## config.mk

```make
export PLATFORM = sky130hd
export DESIGN_NAME = seq_divider
export DESIGN_NICKNAME = d
export VERILOG_FILES = /design/src/rtl/seq_divider.sv
export SDC_FILE = /design/constraint.sdc
export NUM_CORES = 1
export LEC_CHECK = 0
export CAP_MARGIN = 20
export CORE_MARGIN = 2
export CORE_UTILIZATION = 50
export DETAILED_ROUTE_END_ITERATION = 7
export PLACE_DENSITY = 0.84
export SYNTH_ARGS = -nofsm -noshare
export SYNTH_HDL_FRONTEND = slang
export SYNTH_SLANG_ARGS = --single-unit
```

## constraint.sdc

```tcl
create_clock -name clk -period 2.9 [get_ports clk]
set_input_delay 0.725 -clock clk [delete_from_list [all_inputs] [get_ports clk]]
set_output_delay 0.725 -clock clk [all_outputs]
set_load 0.01 [all_outputs]
```

## src/rtl/seq_divider.sv

```systemverilog
// Iterative restoring divider: one quotient bit per clock, signed or unsigned
// operands, RISC-V style results for divide-by-zero and signed overflow.
module seq_divider #(
   parameter int WIDTH = 32
) (
   input  logic             clk,
   input  logic             reset_n,
   input  logic             start,
   input  logic             is_signed,
   input  logic [WIDTH-1:0] dividend,
   input  logic [WIDTH-1:0] divisor,
   output logic             busy,
   output logic             done,
   output logic [WIDTH-1:0] quotient,
   output logic [WIDTH-1:0] remainder,
   output logic             div_by_zero
);

   localparam int CW = (WIDTH > 2) ? $clog2(WIDTH) : 1;

   typedef enum logic [1:0] {
      IDLE = 2'd0,
      RUN  = 2'd1,
      FIX  = 2'd2,
      DONE = 2'd3
   } state_t;

   state_t           state_q, state_d;
   logic [CW-1:0]    cnt_q, cnt_d;
   logic [WIDTH-1:0] rem_q, rem_d;     // partial remainder, always < |divisor|
   logic [WIDTH-1:0] quo_q, quo_d;     // dividend shifting out / quotient shifting in
   logic [WIDTH-1:0] dvs_q, dvs_d;     // divisor magnitude
   logic             negq_q, negq_d;   // quotient must be negated in FIX
   logic             negr_q, negr_d;   // remainder must be negated in FIX
   logic [WIDTH-1:0] quot_q, quot_d;
   logic [WIDTH-1:0] remo_q, remo_d;
   logic             dbz_q, dbz_d;

   // The shifted remainder can reach 2*|divisor|-1, so the trial compare
   // needs one extra bit; the subtracted result always fits back in WIDTH.
   logic [WIDTH:0]   shifted;
   logic             ge;

   function automatic logic [WIDTH-1:0] mag(input logic [WIDTH-1:0] x, input logic s);
      return (s && x[WIDTH-1]) ? (~x + 1'b1) : x;
   endfunction

   // State and datapath registers with synchronous active-low reset
   always_ff @(posedge clk) begin
      if (!reset_n) begin
         state_q <= IDLE;
         cnt_q   <= '0;
         rem_q   <= '0;
         quo_q   <= '0;
         dvs_q   <= '0;
         negq_q  <= 1'b0;
         negr_q  <= 1'b0;
         quot_q  <= '0;
         remo_q  <= '0;
         dbz_q   <= 1'b0;
      end else begin
         state_q <= state_d;
         cnt_q   <= cnt_d;
         rem_q   <= rem_d;
         quo_q   <= quo_d;
         dvs_q   <= dvs_d;
         negq_q  <= negq_d;
         negr_q  <= negr_d;
         quot_q  <= quot_d;
         remo_q  <= remo_d;
         dbz_q   <= dbz_d;
      end
   end

   // Next-state logic: operand capture, shift-subtract iteration, sign fix-up
   always_comb begin
      state_d = state_q;
      cnt_d   = cnt_q;
      rem_d   = rem_q;
      quo_d   = quo_q;
      dvs_d   = dvs_q;
      negq_d  = negq_q;
      negr_d  = negr_q;
      quot_d  = quot_q;
      remo_d  = remo_q;
      dbz_d   = dbz_q;
      shifted = {rem_q, quo_q[WIDTH-1]};
      ge      = (shifted >= {1'b0, dvs_q});

      case (state_q)
         IDLE, DONE: begin
            state_d = IDLE;
            if (start) begin
               if (divisor == '0) begin
                  // Result is immediate; the iteration is skipped entirely
                  quot_d  = '1;
                  remo_d  = dividend;
                  dbz_d   = 1'b1;
                  state_d = DONE;
               end else begin
                  rem_d   = '0;
                  quo_d   = mag(dividend, is_signed);
                  dvs_d   = mag(divisor, is_signed);
                  negq_d  = is_signed && (dividend[WIDTH-1] ^ divisor[WIDTH-1]);
                  negr_d  = is_signed && dividend[WIDTH-1];
                  cnt_d   = '0;
                  state_d = RUN;
               end
            end
         end
         RUN: begin
            rem_d = ge ? (shifted[WIDTH-1:0] - dvs_q) : shifted[WIDTH-1:0];
            quo_d = {quo_q[WIDTH-2:0], ge};
            cnt_d = cnt_q + 1'b1;
            if (cnt_q == CW'(WIDTH - 1)) begin
               state_d = FIX;
            end
         end
         FIX: begin
            // Overflow (-2^(W-1) / -1) needs no special case: the magnitude
            // quotient 2^(W-1) with no negation is the required result.
            quot_d  = negq_q ? (~quo_q + 1'b1) : quo_q;
            remo_d  = negr_q ? (~rem_q + 1'b1) : rem_q;
            dbz_d   = 1'b0;
            state_d = DONE;
         end
         default: state_d = IDLE;
      endcase
   end

   assign busy        = (state_q == RUN) || (state_q == FIX);
   assign done        = (state_q == DONE);
   assign quotient    = quot_q;
   assign remainder   = remo_q;
   assign div_by_zero = dbz_q;

endmodule

```

* Word-level counts from Yosys, hierarchy flattened
Index checks and enable logic that the tools add are counted.
** Cells by class
- $add $sub $neg :: 6
- $lt $le $gt $ge :: 1
- Eq/ne operators :: 8
- Muxes and demuxes :: 27
- Bitwise operators :: 6
- Reductions and logical operators :: 12
** Operator list (number)
- 32-bit 2-to-1 mux :: 13
- 32-bit case mux with 2 select lines :: 4
- 32-bit by 1-bit adder with 32-bit output (second input constant) :: 4
- 32-bit NOT :: 4
- 33-bit by 32-bit greater-or-equal comparator with 1-bit output :: 1
- 32-bit logical NOT :: 1
- 32-bit subtractor :: 1
- 5-bit 2-to-1 mux :: 2
- 5-bit case mux with 2 select lines :: 1
- 3-bit AND reduction :: 3
- 2-bit != test (second input constant) :: 4
- 2-bit 2-to-1 mux :: 3
- 2-bit case mux with 3 select lines :: 1
- 5-bit by 1-bit adder with 5-bit output (second input constant) :: 1
- 5-bit equality test (second input constant) :: 1
- 2-bit equality test (second input constant) :: 2
- 2-bit nonzero test :: 2
- 1-bit logical AND :: 3
- 2-bit by 1-bit equality test with 1-bit output (second input constant) :: 1
- 2-bit logical NOT :: 1
- 1-bit 2-to-1 mux :: 2
- 1-bit case mux with 2 select lines :: 1
- 2-bit OR reduction :: 1
- 1-bit logical OR :: 1
- 2 further kinds :: 2
** Storage, ports and cells
- Bits in registers :: 170
- Input bits :: 68
- Output and inout bits :: 67
- Word-level logic and storage cells :: 70

* Depth between registers and ports, before layout
- Depth after elaboration :: 6
- Gate-level depth with buffers :: 13

* Worst setup path after synthesis
No wires, ideal clock.
- Path type :: input port to flip-flop
- Start :: input divisor[6]
- End :: register quot_q[14] (netlist: quotient[14])
- Setup time :: 119 ps
- Arrival :: 2858 ps
- Slack :: -77 ps
- Stages :: 9
- Path buffers :: 1
- Cell sequence :: nor3_2 -> nand2b_1 -> or3_1 -> or4_1 -> or4_4 -> o21ai_4 -> buf_6 -> nand2_4 -> o221a_1
** Between the ends
- Longest elaborated chain between the ends :: 3
** Ends and longest elaborated chain
- start: declaration :: line 11 : input logic [WIDTH-1:0] divisor,
- 32-bit logical NOT :: line 94 : if (divisor == '0) begin
- 2-bit != test (no line)
- 3-bit AND reduction (no line)
- end signal: assignment :: line 69 : quot_q <= quot_d;
- end: declaration :: line 35 : logic [WIDTH-1:0] quot_q, quot_d;
No other way between the ends.
A chain may end at the register's enable or synchronous reset.

* Final worst setup path
- Start :: input divisor[7]
- End :: register remo_q[27] (netlist: remainder[27])
** Between the ends
- Longest elaborated chain between the ends :: 3
** Ends and longest elaborated chain
- 32-bit logical NOT :: line 94
- 2-bit != test (no line)
- 3-bit AND reduction (no line)
- end signal: assignment :: line 70 : remo_q <= remo_d;
- end: declaration :: line 36 : logic [WIDTH-1:0] remo_q, remo_d;
No other way between the ends.

==> impl_metrics.py <==
metrics = {
    "worst_setup_path": {
        "cp-start-kind": "input pin",
        "worstPathMaxFanout": 7,
        "path_delay_family": "simple AND/OR/NAND/NOR gates",
        "cp_num_buf_inv": 4,
        "cp_data_required_time_ns": 3.28,
        "end_kind": "flop",
        "critPathKind": "input pin to flop",
        "crit_path_max_incr_delay_ns": 0.48,
        "crit_slowest_cell": "or4_4",
        "worstPathArrival_ns": 3.30,
        "cp_cell_sequence": "buf_8 -> nor3_4 -> nand2b_4 -> or3_4 -> or4_4 -> or4_4 -> o21ai_4 -> buf_12 -> buf_8 -> buf_16 -> o211ai_1 -> a21boi_1",
    },
    "floorplan": {
        "fp.coreArea_um2": 22500,
        "die_w_um": 154.9,
        "dieArea_um2": 24000,
        "dieHeight_um": 154.9,
        "io_pins": 135,
        "start_util_pct": 50.62,
        "num_rows": 55,
    },
    "timing": {
        "maxClockFrequency_ghz": 0.3421,
        "min_period_ns": 2.924,
        "setup_slack_ns": -0.02350,
        "skew_ns": 0.01290,
        "whs_ns": 0.4519,
        "slew_headroom_pct": 35.63,
        "min_period_over_period_pct": 100.8,
        "timing_hold_violations_final": 0,
        "tightestPinTransition_ns": 0.9642,
        "maxSlewViolCount": 0,
        "setup_viol": 1,
        "rsz0062_at_grt": "yes",
    },
    "place": {
        "numPortBuffers": 134,
        "hpwl_mm": 27.72,
        "gp_congestion": 0.9525,
    },
    "grt": {
        "antenna_found_initial": 0,
        "grt_max_degree": 64,
        "grt_pass1_vias": 11510,
        "grt.overflow.total": 0,
        "grt_pass1_wl_mm": 59.57,
        "grtUsageTotal_pct": 30.87,
    },
    "power": {
        "p_per_area_nw_per_um2": 732.1,
        "p_sw_mw": 4.735,
        "p_int_mw": 6.483,
        "seq_power_share_pct": 29.6,
        "p_clk_share_pct": 20.9,
        "netSwitchingFraction_pct": 42.21,
        "p_leak_nw": 6.607,
        "combPwrFrac_pct": 49.6,
        "vdd_drop_max_uv": 424.3,
    },
    "cts": {
        "clk_pin_slew_ns": 0.08,
        "holdBufCountCts": 0,
        "clk_latency_ns": 0.45,
        "cts_buffer_depth": 2,
        "htree_levels": 4,
        "cts_tree": "done",
        "cts_sinks": 170,
        "cts_buffers": 17,
        "cts-root-buf": "clkbuf_16",
    },
    "synth": {
        "synth_xor_xnor_area_share_pct": 11.07,
        "ys_ff_latch": 170,
        "syn_area_um2": 11390,
        "syn-num-nets": 1533,
        "synth_cells": 1423,
        "yosysSeqAreaShare_pct": 29.88,
        "synth_mux_area_share_pct": 1.582,
        "synth_fa_ha_area_share_pct": 4.679,
        "synth-simple-area-share_pct": 18.31,
        "synthArstFlopShare_pct": 0,
        "synth.avg_cell_area_um2": 8.005,
        "synth-compound-area-share_pct": 28.97,
        "synth_ff_type": "dfxtp_1",
        "synth_top_family_by_area": "compound AO/OA/AOI/OAI gates",
        "ys_warn_count": 0,
        "netlist-cell-type-count": 74,
        "synth_edf_count": 0,
    },
    "routing": {
        "vias": 12110,
        "drt-initial-drc-count": 1015,
        "first_pass_iters": 6,
        "routed_wl_mm": 38.00,
        "post_drt_wl_per_cell_um": 19.06,
        "postRouteAntennaNets": 0,
        "avgViaCountPerCell": 6.078,
        "drc_errors": 0,
    },
    "finish": {
        "diodes": 0,
        "nets": 1805,
        "layout_commonest_cell": "buf_4",
        "drive_above_1_share_pct": 18.56,
        "final_cell_mix": "buf_4, nand2_1, dfxtp_1",
        "postLayoutCoreUtil_pct": 68.10,
        "synthToLayoutAreaGrowth_pct": 34.52,
    },
    "run_status": {
        "violations": "negative setup slack",
        "status": "complete, but fails checks",
    },
    "run": {
        "max_cap_viol_count": 0,
    },
    "hold_path": {
        "hp-class": "flop to flop",
    },
}
## Yosys cell counts, drive strengths merged (7+ instances only)
| cell type | number | share of area (%) |
|---|---|---|
| a31oi | 21 | 1.2 |
| a32oi | 13 | 1.0 |
| and2 | 8 | 0.44 |
| a22oi | 15 | 0.99 |
| a211oi | 10 | 0.66 |
| nor4 | 10 | 0.60 |
| or4 | 12 | 0.89 |
| o211a | 47 | 4.1 |
| clkbuf | 79 | 2.6 |
| nand3 | 41 | 1.8 |
| ha | 41 | 4.5 |
| o41ai | 16 | 1.4 |
| nor2b | 16 | 0.88 |
| buf | 21 | 1.0 |
| inv | 57 | 1.9 |
| o221a | 10 | 0.99 |
| a21oi | 53 | 2.4 |
| or2 | 9 | 0.52 |
| a21o | 17 | 1.1 |
| mux2i | 18 | 1.6 |
| nor3 | 28 | 1.3 |
| a21boi | 48 | 3.2 |
| xnor2 | 63 | 4.8 |
| xor2 | 81 | 6.2 |
| o31ai | 33 | 2.3 |
| or3 | 26 | 1.5 |
| o211ai | 31 | 2.0 |
| o221ai | 7 | 0.54 |
| and3 | 12 | 0.66 |
| nand4 | 11 | 0.60 |
| o21a | 11 | 0.72 |
| nand2b | 8 | 0.44 |
| o21ai | 95 | 4.3 |
| dfxtp | 170 | 30 |
| nor2 | 65 | 2.1 |
| nand2 | 186 | 6.2 |
## worst min-delay path: cells and delay by family (launching register included)
family          cells  cell delay [ns]
flops               1             0.31
simple gates        1             0.05
compound gates      1             0.05
## flip-flops by register name, summed over array words and instances, names as in the netlist
name         flops
state_q          2
dvs_q           32
div_by_zero      1
quo_q           32
rem_q           32
remainder       32
negq_q           1
cnt_q            5
negr_q           1
quotient        32
## final cells by class
| class | instances | area [µm²] |
|---|---|---|
| repair buffers | 353 | 3178 |
| inverters | 57 | 214.0 |
| clock buffers | 17 | 425.4 |
| flip-flops and latches | 170 | 3403 |
| clock inverters | 15 | 172.7 |
| fillers | 1695 | 7179 |
| well taps | 285 | 356.6 |
| multi-input cells | 1096 | 7574 |
## per-stage QoR
stage | total power, mW | setup slack (ns) | setup TNS, ns | area (µm²) | instances
after global placement | 8.360 | -0.6539 | -69.31 | 14320 | 1943
final | 11.22 | -0.02350 | -0.02350 | 15320 | 1993
after CTS | 11.02 | -0.1037 | -4.412 | 15200 | 1991
after floorplan | 6.448 | -0.04423 | -0.5806 | 11400 | 1423
after global routing | 11.77 | -0.07503 | -0.09889 | 15320 | 1993
after detailed placement | 8.503 | -0.7176 | -76.26 | 14320 | 1943
## power by group through the flow
stage	clock [mW]	combinational (mW)	sequential, mW
after floorplan	0	3.13	3.32
after global placement	0	5.04	3.32
after detailed placement	0	5.17	3.34
after CTS	2.34	5.38	3.30
after global routing	2.44	5.96	3.37
final	2.34	5.56	3.32
## final timing paths
path | cells past startpoint | endpoint | slack (ns) | from
setup / recovery | 12 | remainder[27] | -0.02 | divisor[7]
hold / removal | 2 | remainder[10] | 0.45 | remainder[10]
setup reg to reg | 7 | quotient[27] | 0.05 | quo_q[8]
hold reg to reg | 2 | remainder[10] | 0.45 | remainder[10]
## timing repair
action | in CTS | in global routing
hold endpoints to repair | 0 | 0
buffers inserted | 13 | 5
setup endpoints to repair | 66 | 130
cloned | 3 | 0
gates resized for setup | 59 | 51
pin swaps | 28 | 16
## metal layers
metal,track usage [%],vias up,share of wire (%)
li1,-,5721,-
met1,37.16,5720,40
met2,52.91,557,49
met3,4.262,115,6.7
met4,17.68,0,5.2
met5,0,-,0
## kinds of logic (layout without fill, tap and decap cells)
logic type | count (synthesis) | in the layout
AOI/OAI and AO/OA | 455 | 455
and+or+nand+nor | 437 | 437
DFF | 170 | 170
buffers and inverters | 157 | 442
xor gates and xnor gates | 144 | 144
adders and majority gates | 42 | 42
muxes | 18 | 18
No activity file was read; power rests on OpenSTA's default activity.
